==> config.mk <==
export PLATFORM = sky130hd
export DESIGN_NAME = mux_scan_ctrl
export DESIGN_NICKNAME = d
export VERILOG_FILES = /design/src/rtl/mux_scan_ctrl.sv
export SDC_FILE = /design/constraint.sdc
export NUM_CORES = 1
export LEC_CHECK = 0
export ABC_AREA = 1
export BUFFER_PORTS_ARGS = -buffer_cell sky130_fd_sc_hd__buf_2
export CAP_MARGIN = 5
export CORE_MARGIN = 2
export CORE_UTILIZATION = 57
export CTS_CLUSTER_DIAMETER = 60
export DETAILED_ROUTE_END_ITERATION = 7
export GPL_TIMING_DRIVEN = 0
export PLACE_DENSITY = 0.82
export SYNTH_ARGS = -nofsm -noshare
export SYNTH_HDL_FRONTEND = slang
export SYNTH_SLANG_ARGS = --single-unit
==> constraint.sdc <==
create_clock -name clk -period 1.7 [get_ports clk]
set_input_delay 0.255 -clock clk [delete_from_list [all_inputs] [get_ports clk]]
set_output_delay 0.255 -clock clk [all_outputs]
set_load 0.1 [all_outputs]
==> src/rtl/mux_scan_ctrl.sv <==
// mux_scan_ctrl
//   Steps the select of a downstream 4:1 mux through all four inputs, holds
//   each select for SETTLE cycles so the mux output can settle, and then
//   samples y into the matching bit of word_out. A scan can be cancelled
//   with abort. In that case the bits already captured stay in word_out.
//
//   Parameters:
//     SETTLE  cycles sel is held before y is sampled (1..15)
//     DESC    0: scan order 0,1,2,3   1: scan order 3,2,1,0
//
//   Optional build macro:
//     MUX_SCAN_PARITY_EN  adds a registered 'parity' output, the XOR of the
//                         four captured bits, updated on entry to DONE.
//
//   state | meaning
//   ------+--------------------------------------------------------------
//   IDLE  | waiting for start; sel keeps its last value
//   HOLD  | sel driven, settle counter running, one bit sampled per SETTLE
//   DONE  | single-cycle completion; done=1, start and abort ignored

module mux_scan_ctrl #(
  parameter int SETTLE = 1,
  parameter bit DESC   = 1'b0
) (
  input  logic       clk,
  input  logic       rst,
  input  logic       start,
  input  logic       abort,
  input  logic       y,
  output logic [1:0] sel,
  output logic [3:0] word_out,
  output logic       bit_out,
  output logic       bit_valid,
  output logic       busy,
  output logic       done
`ifdef MUX_SCAN_PARITY_EN
  ,
  output logic       parity
`endif
);

  typedef enum logic [1:0] {
    IDLE = 2'd0,
    HOLD = 2'd1,
    DONE = 2'd2
  } state_t;

  localparam logic [1:0] FIRST_SEL   = DESC ? 2'd3 : 2'd0;
  localparam logic [3:0] SETTLE_LAST = 4'(SETTLE - 1);

  state_t     state;
  logic [3:0] settle_cnt;
  logic [1:0] bit_cnt;

`ifdef MUX_SCAN_PARITY_EN
  logic [3:0] word_next;

  // Word as it will look once the current sample lands, used for parity.
  always_comb begin
    word_next      = word_out;
    word_next[sel] = y;
  end
`endif

  // Scan sequencer: all outputs are registered here.
  always_ff @(posedge clk) begin
    if (rst) begin
      state      <= IDLE;
      sel        <= 2'd0;
      word_out   <= 4'd0;
      bit_out    <= 1'b0;
      bit_valid  <= 1'b0;
      busy       <= 1'b0;
      done       <= 1'b0;
      settle_cnt <= 4'd0;
      bit_cnt    <= 2'd0;
`ifdef MUX_SCAN_PARITY_EN
      parity     <= 1'b0;
`endif
    end else begin
      bit_valid <= 1'b0;
      done      <= 1'b0;
      case (state)
        IDLE: begin
          if (start) begin
            sel        <= FIRST_SEL;
            settle_cnt <= 4'd0;
            bit_cnt    <= 2'd0;
            busy       <= 1'b1;
            state      <= HOLD;
          end
        end

        HOLD: begin
          if (abort) begin
            // Abort beats a coincident sample: nothing is captured.
            settle_cnt <= 4'd0;
            busy       <= 1'b0;
            state      <= IDLE;
          end else if (settle_cnt == SETTLE_LAST) begin
            word_out[sel] <= y;
            bit_out       <= y;
            bit_valid     <= 1'b1;
            settle_cnt    <= 4'd0;
            if (bit_cnt != 2'd3) begin
              // Never wraps: the fourth sample ends the scan instead.
              sel     <= DESC ? (sel - 2'd1) : (sel + 2'd1);
              bit_cnt <= bit_cnt + 2'd1;
            end else begin
              busy  <= 1'b0;
              done  <= 1'b1;
              state <= DONE;
`ifdef MUX_SCAN_PARITY_EN
              parity <= ^word_next;
`endif
            end
          end else begin
            settle_cnt <= settle_cnt + 4'd1;
          end
        end

        DONE: begin
          state <= IDLE;
        end

        default: begin
          state <= IDLE;
        end
      endcase
    end
  end

endmodule

==> impl_metrics.ini <==
[yosys]
netlist_instances = 126
yosys_warnings = 0
ys_ff_latch = 18
syn_area_sq_um = 902.1
synth_seq_area_share_pct = 39.94
synth_fp_nets = 138
postSynthAreaPerCell_sq_um = 7.160
synth_cell_types = 15

[clock_tree]
cts.clk_slew.worst_paths_ns = 0.09
clock_latency_ns = 0.30
cts_setup_buffers = 0
clkSinkCount = 18
clk_path_buf_depth = 2
cts_tree = yes
htreeDepth = 1
root_buffer = clkbuf_4
cts_buffers = 3
cts_resized = 0
postCtsHoldBufs = 0

[timing]
totalNegativeSetupSlack_ns = 0
finClkSkew_ns = 0.004263
setup_viol = 0
worstMarginPinSlew_ns = 0.4965
finalMaxSlewViolations = 0
period_needed_ns = 1.378
period_share_pct = 81.05
fin_ws_ns = 0.3221
hold_ws_ns = 0.1793
slew_headroom_pct = 67.13
fmax_mhz = 725.8
rsz0062_at_grt = false
finalHoldViolCount = 0

[placed_design]
place_ws_ns = 0.3588
hpwl_um = 1255
io_buffer_count = 14
place_inst = 156
globalplace.congestion = 0.8519
placed_area_sq_um = 994.7

[routing]
drcViolationCount = 0
dr.pass1.iters = 4
via_count = 800
wl_per_cell_um = 10.42
drtIter0Drc = 9
antenna_left = 0
routed-wl-met3_um = 40
viasPerCell = 5.031
highest_layer = met4
wl_met1_um = 785
drt_wl_total_um = 1656
met2WireLength_um = 794

[cells_and_area]
drive_gt1_share_pct = 18.88
fin_cells = 159
post-route-util_pct = 68.32
area_delta_synth_final_pct = 12.76
fin_area_sq_um = 1017
antennaDiodeCount = 0
nets = 157

[floorplanning]
coreArea_sq_um = 1489
rows = 14
io_pins = 15
die_w_um = 43.78
die_y_um = 43.78
initial_core_util_pct = 60.59
die_area_sq_um = 1917

[setup_path]
crit_type = flip-flop to flip-flop
cp-end-kind = flip-flop
cp-start-kind = flip-flop
r2r_end = bit_cnt[1]$_SDFFE_PP0P_
required_ns = 1.89
rrSetupSlack_ns = 0.32
reg2reg_from = settle_cnt[0]$_SDFFE_PP0P_
crit_arrival_ns = 1.57
worst_r2r_path_depth = 7
critPathMaxFanout = 7

[pwr]
power.total_mw = 0.9027
ir_worst_vdd_mv = 0.6048
leakage_nw = 0.5174
power.density_nw_per_um2 = 887.4

[grt]
grt_usage_pct = 19.15
gr-total-overflow = 0
grt_pass1_wl_um = 2691
grt_max_degree = 11
antenna_found_initial = 0
grt_pass1_vias = 695

[outcome]
run_status = complete, no violations

[worst_hold_path]
hold_path_end = settle_cnt[1]$_SDFFE_PP0P_
hp-class = input pin to flip-flop
holdPathStages = 2
min-delay-start = rst

[job]
cap_violations = 0
layout make-up:
type | count | area (sq um)
plain buffers | 1 | 5.005
clock buffers | 3 | 22.52
fillers | 131 | 471.7
inverters | 17 | 63.81
multi-input cells | 90 | 473.0
flip-flops and latches | 18 | 362.8
well taps | 16 | 20.02
repair buffers | 14 | 70.07
sequential cells by signal, indices dropped and copies added (netlist names):
| register | cells |
|---|---|
| settle_cnt | 4 |
| word_out | 4 |
| bit_cnt | 2 |
| sel | 2 |
| state | 2 |
| bit_out | 1 |
| bit_valid | 1 |
| busy | 1 |
| done | 1 |
where the power goes:
group	switching [mW]	internal [mW]	total [mW]
Sequential	0.0163	0.443	0.460
Clock	0.128	0.0826	0.210
Combinational	0.175	0.0579	0.233
cell families (layout without fill, tap and decap cells):
family | Yosys count | in the layout | synth area share (%)
AOI/OAI and AO/OA | 12 | 12 | 6.935
adders and majority gates | 7 | 7 | 9.708
buffers and inverters | 18 | 35 | 7.628
DFF | 18 | 18 | 39.95
and+or+nand+nor | 71 | 71 | 35.78
worst max path at each step:
stage | end | start | slack, ns
after global placement | bit_out$_SDFFE_PP0P_ | settle_cnt[0]$_SDFFE_PP0P_ | 0.41
after CTS | sel[1] | sel[1]$_SDFFE_PP0P_ | 0.32
final | bit_cnt[1]$_SDFFE_PP0P_ | settle_cnt[0]$_SDFFE_PP0P_ | 0.32
after global routing | bit_cnt[1]$_SDFFE_PP0P_ | settle_cnt[0]$_SDFFE_PP0P_ | 0.19
after floorplan | sel[1]$_SDFFE_PP0P_ | sel[0]$_SDFFE_PP0P_ | 0.28
after detailed placement | bit_cnt[1]$_SDFFE_PP0P_ | settle_cnt[0]$_SDFFE_PP0P_ | 0.36
placed cells by master, fill, tap and decap left out, types with 3 or more instances in the layout:
cell type,n
dfxtp_1,16
nor3_1,3
nand2_2,3
nand2_1,31
clkbuf_4,3
nand3_1,12
buf_2,15
inv_1,16
nor2_1,17
a21oi_1,11
ha_1,7
cells in the mapped netlist:
library cell  instances  area [sq um]
ha_1                  7         87.58
buf_2                 1         5.000
dfxtp_1              18         360.4
nand2_2               3         18.77
a21boi_0              1         7.510
nand3_1              12         60.06
inv_2                 1         3.750
a21oi_1              11         55.05
nand2_1              31         116.4
nor2_1               17         63.81
nand2_4               2         22.52
nor2_4                1         11.26
nor3_1                3         15.01
nand3b_1              2         15.01
inv_1                16         60.06
per-layer routing:
metal  track usage [%]  vias to the layer above
li1                  -                      430
met4             10.91                        0
met5                 0                        -
met1             23.08                      359
met2             31.47                        6
met3             3.750                        5
worst max-delay path, cell delays in order (launching register included):
cell and delay, ns:
dfxtp_1 0.34, inv_1 0.09, ha_1 0.18, nand2_1 0.06, nor2_1 0.12, nand2_1 0.17, a21boi_0 0.24, nor2_1 0.07
(Power assumes the default switching activity.)
